**src/rtl/ncl_pkg.sv**
```systemverilog
// Shared types and constants for the NCL ring-boundary capture stage.
package ncl_pkg;

  typedef struct packed {
    logic r1;
    logic r0;
  } dual_rail_t;

  typedef enum logic {
    WAIT_DATA = 1'b0,
    WAIT_NULL = 1'b1
  } cap_state_e;

  localparam logic ACK_DATA = 1'b1;
  localparam logic ACK_NULL = 1'b0;

  // A dual-rail bit carries DATA when exactly one rail is high.
  function automatic logic is_data(input dual_rail_t b);
    return b.r1 ^ b.r0;
  endfunction

  // Both rails high is never a legal NCL encoding.
  function automatic logic is_illegal(input dual_rail_t b);
    return b.r1 & b.r0;
  endfunction

endpackage

```
**src/rtl/ncl_sync_vec.sv**
```systemverilog
// Per-bit flop chain bringing asynchronous rails into the clk domain; resets to NULL (0).
module ncl_sync_vec #(
  parameter int unsigned W      = 32,
  parameter int unsigned STAGES = 2
) (
  input  logic         clk,
  input  logic         rst_n,
  input  logic [W-1:0] d,
  output logic [W-1:0] q
);

  logic [W-1:0] chain [STAGES];

  always_ff @(posedge clk or negedge rst_n) begin
    if (!rst_n) begin
      for (int i = 0; i < int'(STAGES); i++) chain[i] <= '0;
    end else begin
      chain[0] <= d;
      for (int i = 1; i < int'(STAGES); i++) chain[i] <= chain[i-1];
    end
  end

  assign q = chain[STAGES-1];

endmodule

```
**src/rtl/ncl_word_capture.sv**
```systemverilog
// Clocked consumer at the NCL counter-ring output: captures DATA wavefronts as binary
// words, returns four-phase completion and checks the +1 sequence.
module ncl_word_capture
  import ncl_pkg::*;
#(
  parameter int unsigned WIDTH       = 32,
  parameter int unsigned SYNC_STAGES = 2,
  parameter int unsigned CHECK_INC   = 1
) (
  input  logic             clk,
  input  logic             init_n,
  input  logic [WIDTH-1:0] sum_r0,
  input  logic [WIDTH-1:0] sum_r1,
  output logic             sumcomp,
  output logic [WIDTH-1:0] out_data,
  output logic             out_valid,
  input  logic             out_ready,
  output logic [15:0]      word_cnt,
  output logic             illegal_err,
  output logic             seq_err
);

  logic [WIDTH-1:0] s_r0;
  logic [WIDTH-1:0] s_r1;

  ncl_sync_vec #(.W(WIDTH), .STAGES(SYNC_STAGES)) u_sync_r0 (
    .clk   (clk),
    .rst_n (init_n),
    .d     (sum_r0),
    .q     (s_r0)
  );

  ncl_sync_vec #(.W(WIDTH), .STAGES(SYNC_STAGES)) u_sync_r1 (
    .clk   (clk),
    .rst_n (init_n),
    .d     (sum_r1),
    .q     (s_r1)
  );

  // Completion trees over the synchronised rails.
  logic       all_data_c;
  logic       all_null_c;
  logic       illegal_c;
  dual_rail_t bit_c;

  always_comb begin
    all_data_c = 1'b1;
    illegal_c  = 1'b0;
    bit_c      = '0;
    for (int i = 0; i < int'(WIDTH); i++) begin
      bit_c.r1   = s_r1[i];
      bit_c.r0   = s_r0[i];
      all_data_c = all_data_c & is_data(bit_c);
      illegal_c  = illegal_c | is_illegal(bit_c);
    end
    all_null_c = ~|(s_r0 | s_r1);
  end

  cap_state_e state;
  cap_state_e state_next;
  logic       sumcomp_next;
  logic       load_c;
  logic       seq_hit_c;

  always_ff @(posedge clk or negedge init_n) begin
    if (!init_n) begin
      state   <= WAIT_DATA;
      sumcomp <= ACK_NULL;
    end else begin
      state   <= state_next;
      sumcomp <= sumcomp_next;
    end
  end

  always_comb begin
    state_next   = state;
    sumcomp_next = sumcomp;
    load_c       = 1'b0;
    case (state)
      WAIT_DATA: begin
        if (all_data_c && !illegal_c && (!out_valid || out_ready)) begin
          load_c       = 1'b1;
          sumcomp_next = ACK_DATA;
          state_next   = WAIT_NULL;
        end
      end
      WAIT_NULL: begin
        if (all_null_c) begin
          sumcomp_next = ACK_NULL;
          state_next   = WAIT_DATA;
        end
      end
      default: begin
        sumcomp_next = ACK_NULL;
        state_next   = WAIT_DATA;
      end
    endcase
  end

  // out_data always holds the last loaded word, so it doubles as the sequence reference.
  assign seq_hit_c = (CHECK_INC != 0) && (word_cnt != 16'd0) &&
                     (s_r1 != out_data + WIDTH'(1));

  always_ff @(posedge clk or negedge init_n) begin
    if (!init_n) begin
      out_data    <= '0;
      out_valid   <= 1'b0;
      word_cnt    <= '0;
      illegal_err <= 1'b0;
      seq_err     <= 1'b0;
    end else begin
      if (load_c) begin
        out_data  <= s_r1;
        out_valid <= 1'b1;
        word_cnt  <= word_cnt + 16'd1;
        if (seq_hit_c) seq_err <= 1'b1;
      end else if (out_valid && out_ready) begin
        out_valid <= 1'b0;
      end
      if (illegal_c) illegal_err <= 1'b1;
    end
  end

endmodule

```
**config.mk**
```make
export PLATFORM = sky130hd
export DESIGN_NAME = ncl_word_capture
export DESIGN_NICKNAME = d
export VERILOG_FILES = /design/src/rtl/ncl_pkg.sv /design/src/rtl/ncl_sync_vec.sv /design/src/rtl/ncl_word_capture.sv
export SDC_FILE = /design/constraint.sdc
export NUM_CORES = 1
export LEC_CHECK = 0
export CAP_MARGIN = 40
export CORE_ASPECT_RATIO = 0.75
export CORE_MARGIN = 8
export CORE_UTILIZATION = 45
export DETAILED_ROUTE_END_ITERATION = 6
export DONT_BUFFER_PORTS = 1
export SYNTH_ARGS = -nofsm -noshare
export SYNTH_HDL_FRONTEND = slang
export SYNTH_SLANG_ARGS = --single-unit
```
**constraint.sdc**
```tcl
create_clock -name clk -period 2.85 [get_ports clk]
set_input_delay 0.7125 -clock clk [delete_from_list [all_inputs] [get_ports clk]]
set_output_delay 0.7125 -clock clk [all_outputs]
set_load 0.02 [all_outputs]
```
==> flow_summary.ini <==
[pwr]
seq_power_share = 0.524
p_leak_nw = 4.27
comb_power_share = 0.038
sw_frac_of_total = 0.240
p_int_mw = 3.94
p_switching_mw = 1.25
powerDensity_mw_per_mm2 = 578
clkPwrFrac = 0.438
ir_drop_mv = 0.400

[synth]
synth_cell_types = 52
yosysSeqAreaShare = 0.590
synth-async-reset-ratio = 1.00
netlist_instances = 638
yosys.area.top_type = dfrtp_1
synth.ff_latch_count = 181
synth_area_leaders = dfrtp_1 (59%), ha_1 (11%), xnor2_1 (4.3%), inv_1 (3.3%), nand2_1 (2.8%)
ys.warnings.count = 0
yosysMostFrequentCell = dfrtp_1
synth_area_mm2 = 0.00768
syn_avg_cell_area_um2 = 12.0
synth_common_cells = dfrtp_1 (181), ha_1 (67), inv_1 (67)
synth_flop_cell = dfrtp_1
synth_edf_count = 0
synth_nets = 772
yosys.area.top_type_share = 0.590

[setup_path]
cp-start-kind = register
crit_chain = inv_2 > ha_4 > nand4_1 > or4_4 > nor3_4 > buf_6 > and3_4 > nand4_4 > nor3_4 > nand4_1 > xnor2_1
crit_required_ps = 3150
critPathMaxStageDelay_ps = 550
worstPathArrival_ps = 3120
rr_worst_depth = 11
critical_path_class = reg -> reg
cp_slowest_cell = or4_4
worstSetupEndpointType = register
worst-path-max-fanout = 3

[sta]
hold_slack_ps = -24.7
setup_viol = 0
fmax_mhz = 355
worst_slack_ps = 29.8
slew-limit-headroom = 0.596
fin_worst_skew_ps = 8.99
finalCritPeriodShare = 0.990
tightest_slew_ps = 605
tns_ps = 0
finalHoldViolations = 173
slew_violations = 0
rsz0062_at_grt = yes
fin_crit_ps = 2820

[floorplanning]
core_mm2 = 0.0168
start_util = 0.458
die-area_mm2 = 0.0215
io_pins = 119
die_y_um = 129
row_count = 41
die_w_um = 167

[cts]
cts.path.max_buffers = 2
cts_tree = built
clk_latency_ps = 430
htreeDepth = 4
clk_pin_slew_ps = 70
numCtsBuffers = 17
cts-root-buf = clkbuf_16
cts_sinks = 181

[grt]
grt_pass1_vias = 5020
grt_start_max_net_pins = 182
grt_overflow = 0
track_usage = 0.174
antenna_found_initial = 0
grt_pass1_wl_um = 28300

[layout]
multiInputGateArea_mm2 = 0.00292
syn_to_final_growth_pct = 16.7
nets = 833
fillCellCount = 1441
drive_gt1_frac = 0.169
insertedDiodeCount = 0
regArea_mm2 = 0.00453

[place]
port_buffers = 0
dp_hpwl_um = 13600
dpl_worst_slack_ps = -166
finalWeightedCongestion = 0.853

[route]
ant_nets = 0
routed_wl_um = 18300
remaining_drc_errors = 0
routed_via_density = 5.27
drt_iter0_drc = 476
first_pass_iters = 5
routedWlPerCell_um = 19.8
vias = 4884

[flow_run]
max_cap_viol_count = 0

[run_status]
run_status = finished with violations
violations = hold timing

[hold_path]
hold_path_class = in -> async
-- state kept, by name (all words and copies together), names as in the netlist, 16 cells and up --
register         cells
out_data            32
u_sync_r0.chain     32
u_sync_r0.q         32
u_sync_r1.chain     32
u_sync_r1.q         32
word_cnt            16
-- repair_timing --
| item | in CTS | in global routing |
|---|---|---|
| resized for setup | 3 | 16 |
| buffers inserted | 0 | 18 |
| hold endpoints to repair | 181 | 181 |
| setup endpoints to repair | 30 | 12 |
| pin swaps | 1 | 6 |
-- routing by layer --
metal	part of all wire	track usage	routed length, um	up-vias
met5	0	0	0	-
met4	0.011	0.0507	210	0
met3	0.071	0.0544	1300	17
met2	0.45	0.264	8220	157
met1	0.47	0.237	8600	2415
li1	-	-	-	2295
-- final timing paths --
path,start,end,slack (ps)
max,u_sync_r1.q[19],word_cnt[15],30
min reg2reg,u_sync_r0.chain[54],u_sync_r0.q[22],350
max in group asynchronous,init_n,u_sync_r1.q[10],2730
max reg2reg,u_sync_r1.q[19],word_cnt[15],30
min in group clk,sum_r0[31],u_sync_r0.chain[63],300
min,init_n,out_data[30],-20
-- worst max-delay path: cells and delay by family, from the launching register on --
family,cells,cell delay [ps]
AND/OR/NAND/NOR,7,1630
adder cells (fa/ha/maj),1,280
flip-flops,1,400
XOR/XNOR,1,160
buffers and inverters,2,210
-- cells by family (layout without fill, tap and decap cells) --
kind of cell | after synthesis | count (layout) | synth area share
compound gates | 68 | 68 | 0.0516
xor+xnor | 54 | 54 | 0.0616
fa+ha+maj | 67 | 67 | 0.109
buf+inv | 80 | 154 | 0.0415
flops | 181 | 181 | 0.590
mux | 5 | 5 | 0.00684
simple gates | 183 | 183 | 0.139
-- power by group through the flow --
stage	sequential [mW]	combinational [mW]	clock [mW]
floorplan	2.75	0.104	0
global placement	2.76	0.165	0
detailed placement	2.77	0.163	0
CTS	2.72	0.168	2.33
global route	2.73	0.224	2.44
finish	2.72	0.198	2.27
-- metrics by stage --
step | total power, mW | instance area, um2 | utilization | hold WS, ps | std cells
final | 5.18 | 8960 | 0.534 | -24.7 | 927
after detailed placement | 2.93 | 8160 | 0.487 | 335 | 877
after CTS | 5.22 | 8750 | 0.522 | -38.6 | 909
after global placement | 2.93 | 8160 | 0.487 | 333 | 877
after floorplan | 2.85 | 7680 | - | 331 | 638
after global routing | 5.39 | 8960 | 0.534 | -46.7 | 927
-- layout make-up --
class	count	area share
multi-input combinational	377	0.326
tap	215	0.0300
inverter	67	0.0281
clock buffer	18	0.0490
timing repair buffer	55	0.0465
clock inverter	14	0.0149
sequential	181	0.506
-- cell usage in the layout, fill, tap and decap left out, types with 3 or more instances in the layout --
cell type / count
nor4b_1: 3
a31oi_1: 4
dfrtp_1: 181
mux2i_1: 3
nand2_1: 57
o211ai_1: 6
o21ai_0: 36
inv_8: 5
nor2_1: 15
nand3_1: 18
xnor2_1: 38
and3_1: 11
buf_4: 54
a211oi_1: 3
nor4_4: 4
xor2_1: 16
inv_1: 60
nor4_1: 13
inv_2: 7
nand4_1: 28
ha_4: 4
inv_6: 4
ha_1: 63
nor3_1: 6
clkbuf_16: 17
a21oi_1: 10
No activity file was read; power rests on OpenSTA's default activity.
